[src/rtl/eth_hdr_strip_64_if.sv]
// 64-bit Avalon-ST beat bundle used on both sides of the Ethernet header stripper.
// The master side sources the beat and the slave side returns ready.
interface eth_hdr_strip_64_if #(
    parameter int ERR_W = 6
) ();
    logic [63:0]      data;
    logic             valid;
    logic             ready;
    logic             sop;
    logic             eop;
    logic [2:0]       empty;
    logic [ERR_W-1:0] error;

    modport master (output data, valid, sop, eop, empty, error, input ready);
    modport slave  (input data, valid, sop, eop, empty, error, output ready);
endinterface

[src/rtl/eth_hdr_strip_64.sv]
// Strips the 14-byte Ethernet header from a 64-bit Avalon-ST frame stream, publishes it on
// sideband registers and re-emits the payload realigned so frame byte 14 lands in data[7:0].
module eth_hdr_strip_64 #(
    parameter int          ERR_W       = 6,
    parameter logic [15:0] ETYPE_MATCH = 16'h0000
) (
    input  logic                      clk_in,
    input  logic                      reset_n,
    eth_hdr_strip_64_if.slave         asi_in,
    eth_hdr_strip_64_if.master        aso_out,
    output logic [47:0]               hdr_dst_mac,
    output logic [47:0]               hdr_src_mac,
    output logic [15:0]               hdr_ethertype,
    output logic                      hdr_valid,
    output logic                      stat_runt,
    output logic                      stat_orphan,
    output logic                      stat_filtered
);

    typedef enum logic [2:0] {
        IDLE,
        HDR1,
        BODY,
        FLUSH,
        DISCARD
    } state_t;

    state_t           state;
    logic [63:0]      sop_word;
    logic [15:0]      hold;
    logic             first;
    logic [ERR_W-1:0] err_acc;
    logic [2:0]       saved_empty;

    logic             slot_free;
    logic             in_fire;
    logic [3:0]       in_bytes;
    logic [63:0]      in_word;
    logic [15:0]      cur_etype;
    logic             etype_ok;

    assign slot_free    = !aso_out.valid || aso_out.ready;
    assign asi_in.ready = (state != FLUSH) && slot_free;
    assign in_fire      = asi_in.valid && asi_in.ready;
    assign in_bytes     = asi_in.eop ? (4'd8 - {1'b0, asi_in.empty}) : 4'd8;

    // Zero the invalid top bytes of an eop beat once here so every later path emits clean data.
    always_comb begin
        in_word = asi_in.data;
        for (int i = 0; i < 8; i++) begin
            if (4'(i) >= in_bytes) begin
                in_word[8*i +: 8] = 8'h00;
            end
        end
    end

    assign cur_etype = {in_word[39:32], in_word[47:40]};
    assign etype_ok  = (ETYPE_MATCH == 16'h0000) || (cur_etype == ETYPE_MATCH);

    always_ff @(posedge clk_in or negedge reset_n) begin
        if (!reset_n) begin
            state         <= IDLE;
            sop_word      <= '0;
            hold          <= '0;
            first         <= 1'b0;
            err_acc       <= '0;
            saved_empty   <= '0;
            aso_out.valid <= 1'b0;
            aso_out.data  <= '0;
            aso_out.sop   <= 1'b0;
            aso_out.eop   <= 1'b0;
            aso_out.empty <= '0;
            aso_out.error <= '0;
            hdr_dst_mac   <= '0;
            hdr_src_mac   <= '0;
            hdr_ethertype <= '0;
            hdr_valid     <= 1'b0;
            stat_runt     <= 1'b0;
            stat_orphan   <= 1'b0;
            stat_filtered <= 1'b0;
        end else begin
            hdr_valid     <= 1'b0;
            stat_runt     <= 1'b0;
            stat_orphan   <= 1'b0;
            stat_filtered <= 1'b0;

            if (slot_free) begin
                aso_out.valid <= 1'b0;
            end

            // sop is only meaningful in IDLE; elsewhere the beat is just more frame data.
            if (in_fire) begin
                err_acc <= ((state == IDLE && asi_in.sop) ? '0 : err_acc) | asi_in.error;
            end

            case (state)
                IDLE: begin
                    if (in_fire) begin
                        if (asi_in.sop) begin
                            sop_word <= in_word;
                            if (asi_in.eop) begin
                                stat_runt <= 1'b1;
                            end else begin
                                state <= HDR1;
                            end
                        end else begin
                            stat_orphan <= 1'b1;
                        end
                    end
                end

                HDR1: begin
                    if (in_fire) begin
                        hold        <= in_word[63:48];
                        saved_empty <= asi_in.empty;
                        first       <= 1'b1;
                        if (asi_in.eop && in_bytes <= 4'd6) begin
                            stat_runt <= 1'b1;
                            state     <= IDLE;
                        end else begin
                            // Header registers change only together with the hdr_valid pulse.
                            hdr_valid     <= 1'b1;
                            hdr_dst_mac   <= {sop_word[7:0], sop_word[15:8], sop_word[23:16],
                                              sop_word[31:24], sop_word[39:32], sop_word[47:40]};
                            hdr_src_mac   <= {sop_word[55:48], sop_word[63:56], in_word[7:0],
                                              in_word[15:8], in_word[23:16], in_word[31:24]};
                            hdr_ethertype <= cur_etype;
                            if (!etype_ok) begin
                                stat_filtered <= 1'b1;
                                state         <= asi_in.eop ? IDLE : DISCARD;
                            end else if (asi_in.eop) begin
                                state <= FLUSH;
                            end else begin
                                state <= BODY;
                            end
                        end
                    end
                end

                BODY: begin
                    if (in_fire) begin
                        aso_out.valid <= 1'b1;
                        aso_out.data  <= {in_word[47:0], hold};
                        aso_out.sop   <= first;
                        first         <= 1'b0;
                        hold          <= in_word[63:48];
                        if (asi_in.eop && in_bytes <= 4'd6) begin
                            aso_out.eop   <= 1'b1;
                            aso_out.empty <= asi_in.empty - 3'd2;
                            aso_out.error <= err_acc | asi_in.error;
                            state         <= IDLE;
                        end else begin
                            aso_out.eop   <= 1'b0;
                            aso_out.empty <= '0;
                            aso_out.error <= '0;
                            if (asi_in.eop) begin
                                saved_empty <= asi_in.empty;
                                state       <= FLUSH;
                            end
                        end
                    end
                end

                // One or two leftover bytes remain in hold; emit them as the closing beat.
                FLUSH: begin
                    if (slot_free) begin
                        aso_out.valid <= 1'b1;
                        aso_out.data  <= {48'h0, hold};
                        aso_out.sop   <= first;
                        aso_out.eop   <= 1'b1;
                        aso_out.empty <= 3'd6 + saved_empty;
                        aso_out.error <= err_acc;
                        first         <= 1'b0;
                        state         <= IDLE;
                    end
                end

                DISCARD: begin
                    if (in_fire && asi_in.eop) begin
                        state <= IDLE;
                    end
                end

                default: state <= IDLE;
            endcase
        end
    end

endmodule

[src/flat_wrapper.sv]
// flat-port wrapper written by rule: the top's interface ports become plain ports
module eth_hdr_strip_64_flat 
#(
    parameter int          ERR_W       = 6,
    parameter logic [15:0] ETYPE_MATCH = 16'h0000
)
  (clk_in, reset_n, hdr_dst_mac, hdr_src_mac, hdr_ethertype, hdr_valid, stat_runt, stat_orphan, stat_filtered, asi_in_data, asi_in_valid, asi_in_sop, asi_in_eop, asi_in_empty, asi_in_error, asi_in_ready, aso_out_data, aso_out_valid, aso_out_sop, aso_out_eop, aso_out_empty, aso_out_error, aso_out_ready);
  eth_hdr_strip_64_if #(.ERR_W(ERR_W)) asi_in_i ();
  eth_hdr_strip_64_if #(.ERR_W(ERR_W)) aso_out_i ();
  input  logic clk_in;
  input  logic reset_n;
  output logic [47:0] hdr_dst_mac;
  output logic [47:0] hdr_src_mac;
  output logic [15:0] hdr_ethertype;
  output logic hdr_valid;
  output logic stat_runt;
  output logic stat_orphan;
  output logic stat_filtered;
  input wire logic [$bits(asi_in_i.data)-1:0] asi_in_data;
  input wire logic [$bits(asi_in_i.valid)-1:0] asi_in_valid;
  input wire logic [$bits(asi_in_i.sop)-1:0] asi_in_sop;
  input wire logic [$bits(asi_in_i.eop)-1:0] asi_in_eop;
  input wire logic [$bits(asi_in_i.empty)-1:0] asi_in_empty;
  input wire logic [$bits(asi_in_i.error)-1:0] asi_in_error;
  output wire logic [$bits(asi_in_i.ready)-1:0] asi_in_ready;
  output wire logic [$bits(aso_out_i.data)-1:0] aso_out_data;
  output wire logic [$bits(aso_out_i.valid)-1:0] aso_out_valid;
  output wire logic [$bits(aso_out_i.sop)-1:0] aso_out_sop;
  output wire logic [$bits(aso_out_i.eop)-1:0] aso_out_eop;
  output wire logic [$bits(aso_out_i.empty)-1:0] aso_out_empty;
  output wire logic [$bits(aso_out_i.error)-1:0] aso_out_error;
  input wire logic [$bits(aso_out_i.ready)-1:0] aso_out_ready;
  assign asi_in_i.data = asi_in_data;
  assign asi_in_i.valid = asi_in_valid;
  assign asi_in_i.sop = asi_in_sop;
  assign asi_in_i.eop = asi_in_eop;
  assign asi_in_i.empty = asi_in_empty;
  assign asi_in_i.error = asi_in_error;
  assign asi_in_ready = asi_in_i.ready;
  assign aso_out_data = aso_out_i.data;
  assign aso_out_valid = aso_out_i.valid;
  assign aso_out_sop = aso_out_i.sop;
  assign aso_out_eop = aso_out_i.eop;
  assign aso_out_empty = aso_out_i.empty;
  assign aso_out_error = aso_out_i.error;
  assign aso_out_i.ready = aso_out_ready;
  eth_hdr_strip_64 #(.ERR_W(ERR_W), .ETYPE_MATCH(ETYPE_MATCH)) u_core (.clk_in(clk_in), .reset_n(reset_n), .asi_in(asi_in_i), .aso_out(aso_out_i), .hdr_dst_mac(hdr_dst_mac), .hdr_src_mac(hdr_src_mac), .hdr_ethertype(hdr_ethertype), .hdr_valid(hdr_valid), .stat_runt(stat_runt), .stat_orphan(stat_orphan), .stat_filtered(stat_filtered));
endmodule
[config.mk]
export PLATFORM = sky130hd
export DESIGN_NAME = eth_hdr_strip_64_flat
export DESIGN_NICKNAME = d
export VERILOG_FILES = /design/src/rtl/eth_hdr_strip_64_if.sv /design/src/rtl/eth_hdr_strip_64.sv /design/src/flat_wrapper.sv
export SDC_FILE = /design/constraint.sdc
export NUM_CORES = 1
export LEC_CHECK = 0
export ABC_AREA = 1
export CORE_MARGIN = 5
export CORE_UTILIZATION = 49
export DETAILED_ROUTE_END_ITERATION = 7
export GPL_ROUTABILITY_DRIVEN = 0
export PLACE_DENSITY = 0.84
export SYNTH_ARGS = -nofsm -noshare
export SYNTH_HDL_FRONTEND = slang
export SYNTH_SLANG_ARGS = --single-unit
[constraint.sdc]
create_clock -name clk_in -period 2.13 [get_ports clk_in]
set_clock_uncertainty 0.2 [all_clocks]
set_input_delay 0.213 -clock clk_in [delete_from_list [all_inputs] [get_ports clk_in]]
set_output_delay 0.213 -clock clk_in [all_outputs]
set_load 0.01 [all_outputs]
==> out/results.txt, run 1 <==
status -> completed
Max-Cap Viols -> 0
leakage -> 7.59 nW
Root Driver -> clkbuf_16
Final setup viols -> 0
post-place setup slack -> -0.286 ns
worst path cell trace -> ha_2, inv_2, nand2_1, inv_2, clkdlybuf4s15_2
r2r startpoint -> u_core.state[1]$_DFFE_PN0P_
Yosys reg bits -> 283
Fmax -> 487 MHz
Pwr Density -> 1510 nW/µm²
nets -> 1596
final setup margin -> 0.0751 ns
# H-tree levels -> 1
CP max stage delay -> 0.43 ns
Die Footprint -> 25700 µm²
first-pass iteration count of the detailed router -> 6
total number of vias -> 9512
max-slew violations -> 0
vias in the first global route -> 9616
diodes inserted -> 0
wire per inst -> 17.4 µm
Die Y -> 160 µm
largest net degree at the start of global routing -> 72
hpwl dp -> 22.2 mm
WP data arrival -> 1.64 ns
CTS Sinks -> 283
hold path startpoint -> asi_in_error[2]
total CTS buffers -> 28
Slowest-stage cell, CP -> dfrtp_1
clk slew on worst S/H paths -> 0.07 ns
Total GRT Usage -> 24.4%
starting density of the core -> 49.3%
most frequent cells in the layout -> nand2_1 (513), dfrtp_1 (283), clkdlybuf4s50_1 (268), o21ai_0 (167), inv_1 (67)
core area -> 22400 µm²
Req. time, crit path -> 1.72 ns
Top Ports -> 272
Worst Hold End -> u_core.err_acc[2]$_DFFE_PN0P_
Hold Vio Cnt, Final -> 0
DRC -> 0
period utilization -> 96.5%
IO buf count -> 270
Crit. End Element -> output pin
cell mode on critical path -> inv_2
Antenna Violating Nets Remaining -> 0
fillers -> 1604
leading cell type in the layout, fill and taps excluded -> nand2_1
final wirelength -> 31.6 mm
row cnt -> 55
peak supply drop -> 0.702 mV
Clock Latency Late Sink -> 0.53 ns
Worst Path Max Fanout -> 4
reg-to-reg slack, setup -> 0.10 ns
Yosys cell types -> 25
CTS tree -> built
Die X -> 160 µm
crit start category -> flip-flop
Synth Instances -> 1206
type of the worst setup path -> flip-flop to output pin
Hold Path Depth -> 3
CP Launch Point -> u_core.state[1]$_DFFE_PN0P_
worst reg2reg path endpoint -> u_core.hdr_ethertype[1]$_DFFE_PN0P_
Sum Neg Setup Slack -> 0 ns
Via density -> 5.24
Avg Inst Size Synth -> 9.17 µm²
clock tree buffer depth -> 3
min Tclk post-route -> 2.05 ns
first-pass GRT wire length -> 51.4 mm
Layout area overhead -> 40.6%
total congestion overflow -> 0
register area share after synthesis -> 64.0%
Syn Nets -> 1291
Synth Cell Area -> 11100 µm²
Hold Crit Class -> input pin to flip-flop
initial antenna violation count -> 0
DRT iter0 DRCs -> 766
depth of the most critical reg-to-reg path -> 10
layout cell share with drive strength beyond 1 -> 8.49%
Synth Warn # -> 0
-- area by class of cell --
| class | instances | area, µm² | share of cell area (%) |
|---|---|---|---|
| Sequential cell | 283 | 7080 | 45.5 |
| Inverter | 73 | 278 | 1.79 |
| Timing Repair Buffer | 338 | 3470 | 22.3 |
| Tap cell | 285 | 357 | 2.29 |
| Multi-Input combinational cell | 786 | 3400 | 21.8 |
| Timing Repair inverter | 1 | 7.51 | 0.0483 |
| Clock inverter | 9 | 151 | 0.974 |
| Clock buffer | 42 | 815 | 5.24 |
-- routing by layer --
layer | up-vias | wire length, µm | global-route usage, %
li1 | 4411 | - | -
met1 | 4581 | 13100 | 32.8
met2 | 439 | 15000 | 39.9
met3 | 81 | 2340 | 4.57
met4 | 0 | 1140 | 9.35
met5 | - | 0 | 0
-- synth_stat cells --
cell | n | share of area (%)
a21oi_1 | 1 | 0.045
nand2_1 | 513 | 17
nand4_1 | 3 | 0.17
nand3b_4 | 1 | 0.18
nand2_2 | 2 | 0.11
o21ai_1 | 31 | 1.4
inv_2 | 2 | 0.068
buf_2 | 32 | 1.4
a211oi_1 | 1 | 0.068
o22ai_1 | 6 | 0.34
clkbuf_1 | 22 | 0.75
nor3_1 | 2 | 0.091
nand2_4 | 1 | 0.10
o21ai_0 | 168 | 7.6
ha_1 | 6 | 0.68
nor2_2 | 2 | 0.11
inv_1 | 71 | 2.4
o21ai_2 | 2 | 0.16
nor2_1 | 25 | 0.85
dfrtp_1 | 283 | 64
nand3_1 | 20 | 0.91
buf_6 | 5 | 0.51
nand4_4 | 1 | 0.19
buf_4 | 5 | 0.34
conb_1 | 1 | 0.034
-- kinds of logic (layout without fill, tap and decap cells) --
kind of cell / after synthesis / in the layout / synth area share, %
and+or+nand+nor: 570 / 570 / 20.1
DFF: 283 / 283 / 64.0
AOI/OAI and AO/OA: 209 / 209 / 9.62
buffers and inverters: 137 / 463 / 5.52
adders and majority gates: 6 / 6 / 0.679
other: 1 / 1 / 0.0339
-- power breakdown --
group / internal [W] / switching (W)
Sequential: 0.00775 / 0.00136
Combinational: 0.00447 / 0.00471
Clock: 0.00312 / 0.00203
Total: 0.0153 / 0.00810
-- how the worst max path moves through the flow --
stage | end | slack, ns | cells past startpoint
5_1_grt | asi_in_ready | -0.002 | 5
3_3_place_gp | u_core.aso_out.data[17]$_DFFE_PN0P_ | -0.24 | 10
4_1_cts | asi_in_ready | 0.01 | 5
6_report | asi_in_ready | 0.08 | 5
3_5_place_dp | u_core.aso_out.data[26]$_DFFE_PN0P_ | -0.29 | 11
2_1_floorplan | u_core.sop_word[54]$_DFFE_PN0P_ | 0.25 | 9
-- stage by stage --
stage               total power (W)  cell area, µm²  cells  util [%]  hold slack [ns]
detailed placement           0.0182           14500   1761      64.7          -0.0537
global placement             0.0178           14500   1761      64.7          -0.0554
global route                 0.0249           15600   1817      69.3           0.0606
CTS                          0.0236           15500   1816      69.3           0.0365
finish                       0.0234           15600   1817      69.3           0.0523
floorplan                    0.0130           11100   1206         -           -0.283
-- sequential cells by signal, indices dropped and copies added (netlist names), 3 cells and up --
| register | cells |
|---|---|
| u_core.hdr_dst_mac | 48 |
| u_core.hdr_ethertype | 16 |
| u_core.hdr_src_mac | 48 |
| u_core.sop_word | 64 |
| u_core.saved_empty | 3 |
| u_core.err_acc | 6 |
| u_core.hold | 16 |
| u_core.aso_out.error | 6 |
| u_core.aso_out.data | 64 |
| u_core.aso_out.empty | 3 |
-- repair_timing --
| action | in CTS | in global routing |
|---|---|---|
| buffers inserted | 1 | 1 |
| hold buffers | 2 | 0 |
| gates resized for setup | 9 | 3 |
| cloned | 1 | 0 |
| endpoints found under the setup margin | 15 | 33 |
| hold endpoints to repair | 252 | 0 |
-- critical path, delay by kind of cell, from the launching register on --
family	cells	cell delay, ns
buffers and inverters	3	0.42
adders and majority gates	1	0.21
DFF	1	0.43
and+or+nand+nor	1	0.07
Power figures use the tool's default switching activity.
==> inputs of run 2 (changes only) <==
Settings changed: PLACE_DENSITY 0.84 to 0.85.
==> run 2 against run 1 <==
- register-to-register slack improved by 0.03 ns
- sequential share of layout area increased by 0.53 points
- highest routed layer unchanged
- clock power decreased by 2%
- die area unchanged
- count of clock-buffer cells in the layout decreased by 1
- setup slack improved by 0.025 ns
- fmax increased by 1.3%
- routed wire length decreased by 3.4%
- critical endpoint unchanged
- cell count decreased by 0.66%
- worst hold slack improved by 0.0098 ns
- largest cell class unchanged
==> out/results.txt, run 2 (synthesis results as in run 1) <==
switch share -> 34.4% (-0.10 points)
leakage -> 7.51 nW (-0.99%)
Psw -> 0.00797 W (-1.7%)
Antenna Violating Nets Remaining -> 0 (unchanged)
most frequent cells in the layout -> nand2_1 (513), dfrtp_1 (283), clkdlybuf4s50_1 (268), o21ai_0 (168), inv_1 (68)
clk slew on worst S/H paths -> 0.06 ns (about the same)
Worst Path Max Fanout -> 4 (unchanged)
Sum Neg Setup Slack -> 0 ns (unchanged)
Largest regs -> u_core.aso_out.data (64), u_core.sop_word (64)
diodes inserted -> 0 (unchanged)
sequential power share -> 39.1% (+0.3 points)
total congestion overflow -> 0 (unchanged)
Die Footprint -> 25700 µm² (unchanged)
Die X -> 160 µm (unchanged)
reg-to-reg slack, setup -> 0.13 ns (+0.03 ns)
P_int -> 0.0152 W (-1.2%)
peak supply drop -> 0.931 mV (+33%)
Total GRT Usage -> 23.5% (-0.88 points)
first-pass GRT wire length -> 49.6 mm (-3.4%)
final wirelength -> 30.5 mm (-3.4%)
Worst Path Buf+Inv -> 3 (unchanged)
# H-tree levels -> 1 (unchanged)
initial antenna violation count -> 0 (unchanged)
Top Ports -> 272 (unchanged)
total number of vias -> 9285 (-2.4%)
cell mode on critical path -> inv_2
Pwr Density -> 1500 nW/µm² (-0.21%)
nets -> 1586 (-0.63%)
first-pass iteration count of the detailed router -> 6 (unchanged)
CTS Sinks -> 283 (unchanged)
wire per inst -> 16.9 µm (-2.8%)
Clock power frac -> 21.8% (-0.2 points)
total CTS buffers -> 29 (+3.6%)
hpwl dp -> 21.3 mm (-3.9%)
DRC -> 0 (unchanged)
Hold Crit Class -> input pin to flip-flop
crit start category -> flip-flop
status -> completed
Final setup viols -> 0 (unchanged)
Core Util, Final -> 68.5% (-0.79 points)
Fmax -> 493 MHz (+1.3%)
starting density of the core -> 49.3% (unchanged)
type of the worst setup path -> flip-flop to output pin
Req. time, crit path -> 1.72 ns (about the same)
Slowest-stage cell, CP -> dfrtp_1
IO buf count -> 270 (unchanged)
core area -> 22400 µm² (unchanged)
final setup margin -> 0.101 ns (+0.0255 ns)
CTS tree -> built
period utilization -> 95.3% (-1.2 points)
vias in the first global route -> 9275 (-3.5%)
Clock Latency Late Sink -> 0.54 ns (about the same)
row cnt -> 55 (unchanged)
post-place setup slack -> -0.340 ns (-0.0548 ns)
largest net degree at the start of global routing -> 97 (+35%)
clock tree buffer depth -> 3 (unchanged)
max-slew violations -> 0 (unchanged)
Comb power frac -> 39.2% (about the same)
WP data arrival -> 1.62 ns (-0.02 ns)
Die Y -> 160 µm (unchanged)
Via density -> 5.14 (-1.7%)
Root Driver -> clkbuf_16
fillers -> 1676 (+4.5%)
Hold Vio Cnt, Final -> 0 (unchanged)
crit-path leading delay family -> flip-flops
Crit. End Element -> output pin
DRT iter0 DRCs -> 718 (-6.3%)
layout cell share with drive strength beyond 1 -> 8.03% (-0.46 points)
Final Total Pwr -> 0.0231 W (-1.4%)
RSZ-0062 raised after global routing -> no
leading cell type in the layout, fill and taps excluded -> nand2_1
Layout area overhead -> 39.0%
min Tclk post-route -> 2.03 ns (-0.0255 ns)
worst path cell trace -> ha_1, inv_2, nand2_1, inv_2, clkdlybuf4s15_2
CP max stage delay -> 0.40 ns (-0.03 ns)
Max-Cap Viols -> 0 (unchanged)
[run 2: cell count changes in the layout (fill, tap and decap cells not counted), moves of 2 or more]
cell / before / now
buf_4: 46 / 44
bufinv_16: 4 / 2
clkbuf_1: 9 / 4
buf_12: 19 / 13
clkbuf_8: 4 / 8
[run 2: worst reg2reg max path, delay by kind of cell (launching register included)]
| kind | cells | cell delay (ns) |
|---|---|---|
| AOI/OAI and AO/OA | 1 | 0.11 |
| and+or+nand+nor | 3 | 0.38 |
| adders and majority gates | 1 | 0.21 |
| DFF | 1 | 0.40 |
| buffers and inverters | 4 | 0.54 |
[run 2: metal layers]
| metal | track usage (%) | vias up | wire [µm] |
|---|---|---|---|
| li1 | - | 4398 | - |
| met3 | 4.62 | 86 | 2150 |
| met4 | 9.19 | 0 | 1140 |
| met1 | 31.6 | 4418 | 12600 |
| met5 | 0 | - | 0 |
| met2 | 38.2 | 383 | 14600 |
[run 2: power groups by stage]
stage	combinational, W	clock, W	sequential, W
after CTS	0.00908	0.00512	0.00904
after floorplan	0.00338	0	0.00962
after global placement	0.00867	0	0.00900
after detailed placement	0.00899	0	0.00907
after global routing	0.00995	0.00536	0.00933
final	0.00906	0.00503	0.00904
[run 2: path summary, 6_finish.rpt]
| check | from | to | depth (start not counted) |
|---|---|---|---|
| worst max-delay path | u_core.state[1]$_DFFE_PN0P_ | asi_in_ready | 5 |
| worst min-delay path | asi_in_error[4] | u_core.err_acc[4]$_DFFE_PN0P_ | 3 |
| worst max register to register | u_core.state[1]$_DFFE_PN0P_ | u_core.hdr_src_mac[29]$_DFFE_PN0P_ | 9 |
| worst min register to register | u_core.sop_word[16]$_DFFE_PN0P_ | u_core.hdr_dst_mac[24]$_DFFE_PN0P_ | 2 |
| max in group asynchronous | reset_n | u_core.sop_word[60]$_DFFE_PN0P_ | 3 |
| min in group asynchronous | reset_n | u_core.aso_out.data[52]$_DFFE_PN0P_ | 3 |
[run 2: cell type report]
| cell class | count | area [µm²] | share of cell area (%) |
|---|---|---|---|
| clock buffers | 41 | 851 | 5.53 |
| clock inverters | 9 | 108 | 0.700 |
| inverters | 73 | 274 | 1.78 |
| multi-input cells | 786 | 3390 | 22.1 |
| flip-flops and latches | 283 | 7080 | 46.1 |
| well taps | 285 | 357 | 2.32 |
| repair buffers | 328 | 3310 | 21.5 |
[run 2: stage by stage]
stage | instances | hold slack, ns | instance area, µm²
floorplan | 1206 | -0.283 | 11100
global placement | 1748 | -0.0830 | 14300
detailed placement | 1748 | -0.0836 | 14300
CTS | 1801 | 0.0417 | 15300
global route | 1805 | 0.0627 | 15400
finish | 1805 | 0.0621 | 15400
[run 2: timing repair]
action | 4_1_cts | 5_1_grt
gates resized for setup | 5 | 1
setup buffers | 1 | 4
pin swaps | 1 | 0
hold endpoints to repair | 283 | 0
hold buffers | 2 | 0
endpoints found under the setup margin | 73 | 150
==> inputs of run 3 (changes only) <==
Settings changed: PLACE_DENSITY 0.85 to 0.87, SLEW_MARGIN set to 20.
==> run 3 against run 2 <==
- via count up 1.4%
- global-route usage is 0.95 points higher
- clock power increased by 1%
- cell count increased by 0.28%
- sequential cell count unchanged
- sequential share of layout area fell by 0.22 points
- power rose by 1.0%
- worst hold slack improved by 0.0054 ns
- routed wire length up 4.8%
- combinational power rose by 1%
==> out/results.txt, run 3 (synthesis results as in run 1) <==
Pwr Density -> 1510 nW/µm² (+0.55%)
DRC -> 0 (unchanged)
Slowest-stage cell, CP -> dfrtp_1
Final setup viols -> 0 (unchanged)
fillers -> 1629 (-2.8%)
Largest regs -> u_core.aso_out.data (64), u_core.sop_word (64)
wire per inst -> 17.7 µm (+4.5%)
Clock power frac -> 21.8% (about the same)
register area -> 7080 µm² (unchanged)
Worst Path Max Fanout -> 39 (+35)
WP data arrival -> 2.24 ns (+0.62 ns)
Total GRT Usage -> 24.5% (+0.95 points)
Via density -> 5.20 (+1.1%)
sequential power share -> 38.9% (-0.2 points)
post-place setup slack -> -0.430 ns (-0.0899 ns)
first-pass iteration count of the detailed router -> 5 (-1)
Root Driver -> clkbuf_16
total number of vias -> 9417 (+1.4%)
# H-tree levels -> 1 (unchanged)
Antenna Violating Nets Remaining -> 0 (unchanged)
Sum Neg Setup Slack -> 0 ns (unchanged)
row cnt -> 55 (unchanged)
Fmax -> 499 MHz (+1.2%)
Psw -> 0.00816 W (+2.4%)
clock tree buffer depth -> 3 (unchanged)
period utilization -> 94.2% (-1.1 points)
Die X -> 160 µm (unchanged)
Hold Vio Cnt, Final -> 0 (unchanged)
max-slew violations -> 0 (unchanged)
most frequent cells in the layout -> nand2_1 (513), dfrtp_1 (283), clkdlybuf4s50_1 (268), o21ai_0 (164), inv_1 (68)
Die Y -> 160 µm (unchanged)
area of the multi-input gates -> 3400 µm² (about the same)
total CTS buffers -> 29 (unchanged)
CTS Sinks -> 283 (unchanged)
core area -> 22400 µm² (unchanged)
RSZ-0062 raised after global routing -> no
peak supply drop -> 0.768 mV (-18%)
leakage -> 7.54 nW (+0.29%)
Req. time, crit path -> 2.36 ns (+0.64 ns)
first-pass GRT wire length -> 51.3 mm (+3.4%)
nets -> 1589 (+0.19%)
Top Ports -> 272 (unchanged)
crit start category -> flip-flop
CP max stage delay -> 0.39 ns (about the same)
diodes inserted -> 0 (unchanged)
min Tclk post-route -> 2.01 ns (-0.0237 ns)
DRT iter0 DRCs -> 867 (+21%)
Comb power frac -> 39.3% (about the same)
CTS tree -> built
switch share -> 34.9% (+0.48 points)
Die Footprint -> 25700 µm² (unchanged)
initial antenna violation count -> 0 (unchanged)
Final Total Pwr -> 0.0234 W (+1.0%)
worst path cell trace -> ha_1, buf_4, nand3_1, nand3_4, buf_12, nand2_1, o21ai_1
largest net degree at the start of global routing -> 63 (-35%)
type of the worst setup path -> flip-flop to flip-flop
vias in the first global route -> 9744 (+5.1%)
layout cell share with drive strength beyond 1 -> 8.33% (+0.30 points)
clk slew on worst S/H paths -> 0.07 ns (about the same)
IO buf count -> 270 (unchanged)
status -> completed
Hold Crit Class -> input pin to flip-flop
total congestion overflow -> 0 (unchanged)
starting density of the core -> 49.3% (unchanged)
final setup margin -> 0.124 ns (+0.0237 ns)
Crit. End Element -> flip-flop
P_int -> 0.0152 W (+0.31%)
Max-Cap Viols -> 0 (unchanged)
hpwl dp -> 22.4 mm (+5.1%)
leading cell type in the layout, fill and taps excluded -> nand2_1
Layout area overhead -> 39.7%
final wirelength -> 32.0 mm (+4.8%)
Clock Latency Late Sink -> 0.53 ns (about the same)
[run 3: routing by layer]
metal  GRT usage (%)  share of wire (%)
met3            4.83                7.0
met4            10.8                4.3
met1            30.7                 40
met2            41.5                 49
met5               0                  0
[run 3: final timing paths]
check                                                       to  depth (start not counted)  slack, ns                           start
min in group asynchronous  u_core.aso_out.data[54]$_DFFE_PN0P_                          3       0.52                         reset_n
setup reg to reg           u_core.aso_out.data[10]$_DFFE_PN0P_                          7       0.12     u_core.state[0]$_DFFE_PN0P_
hold / removal                   u_core.err_acc[3]$_DFFE_PN0P_                          3       0.07                 asi_in_error[3]
hold reg to reg             u_core.hdr_dst_mac[32]$_DFFE_PN0P_                          2       0.27  u_core.sop_word[8]$_DFFE_PN0P_
max in group asynchronous   u_core.hdr_src_mac[40]$_DFFE_PN0P_                          4       0.49                         reset_n
setup / recovery           u_core.aso_out.data[10]$_DFFE_PN0P_                          7       0.12     u_core.state[0]$_DFFE_PN0P_
[run 3: critical path, delay by kind of cell (launching register included)]
| family | cells | cell delay, ns |
|---|---|---|
| flops | 1 | 0.39 |
| buf+inv | 2 | 0.44 |
| simple gates | 3 | 0.52 |
| fa+ha+maj | 1 | 0.20 |
| compound gates | 1 | 0.13 |
[run 3: area by class of cell]
type,instances,share of cell area (%)
flip-flops and latches,283,45.8
multi-input cells,786,22.0
repair buffers,331,21.8
clock buffers,36,5.13
well taps,285,2.31
inverters,73,1.77
clock inverters,16,1.16
[run 3: metrics by stage]
step	hold slack (ns)	cells	util (%)	instance area (µm²)
after floorplan	-0.283	1206	-	11100
after CTS	0.0339	1807	68.7	15400
final	0.0674	1810	68.9	15400
after detailed placement	-0.0421	1753	64.3	14400
after global routing	0.0723	1810	68.9	15400
after global placement	-0.0387	1753	64.3	14400
[run 3: repair_timing]
action                                  CTS  global route
hold endpoints to repair                283             0
setup buffers                             0             3
resized for setup                         5             8
hold buffers                              2             0
endpoints found under the setup margin    2            57
[run 3: power groups by stage]
stage | combinational, W | sequential, W | clock (W)
2_1_floorplan | 0.00338 | 0.00962 | 0
3_5_place_dp | 0.00911 | 0.00910 | 0
6_report | 0.00919 | 0.00909 | 0.00509
3_3_place_gp | 0.00875 | 0.00902 | 0
5_1_grt | 0.0101 | 0.00933 | 0.00541
4_1_cts | 0.00923 | 0.00907 | 0.00520
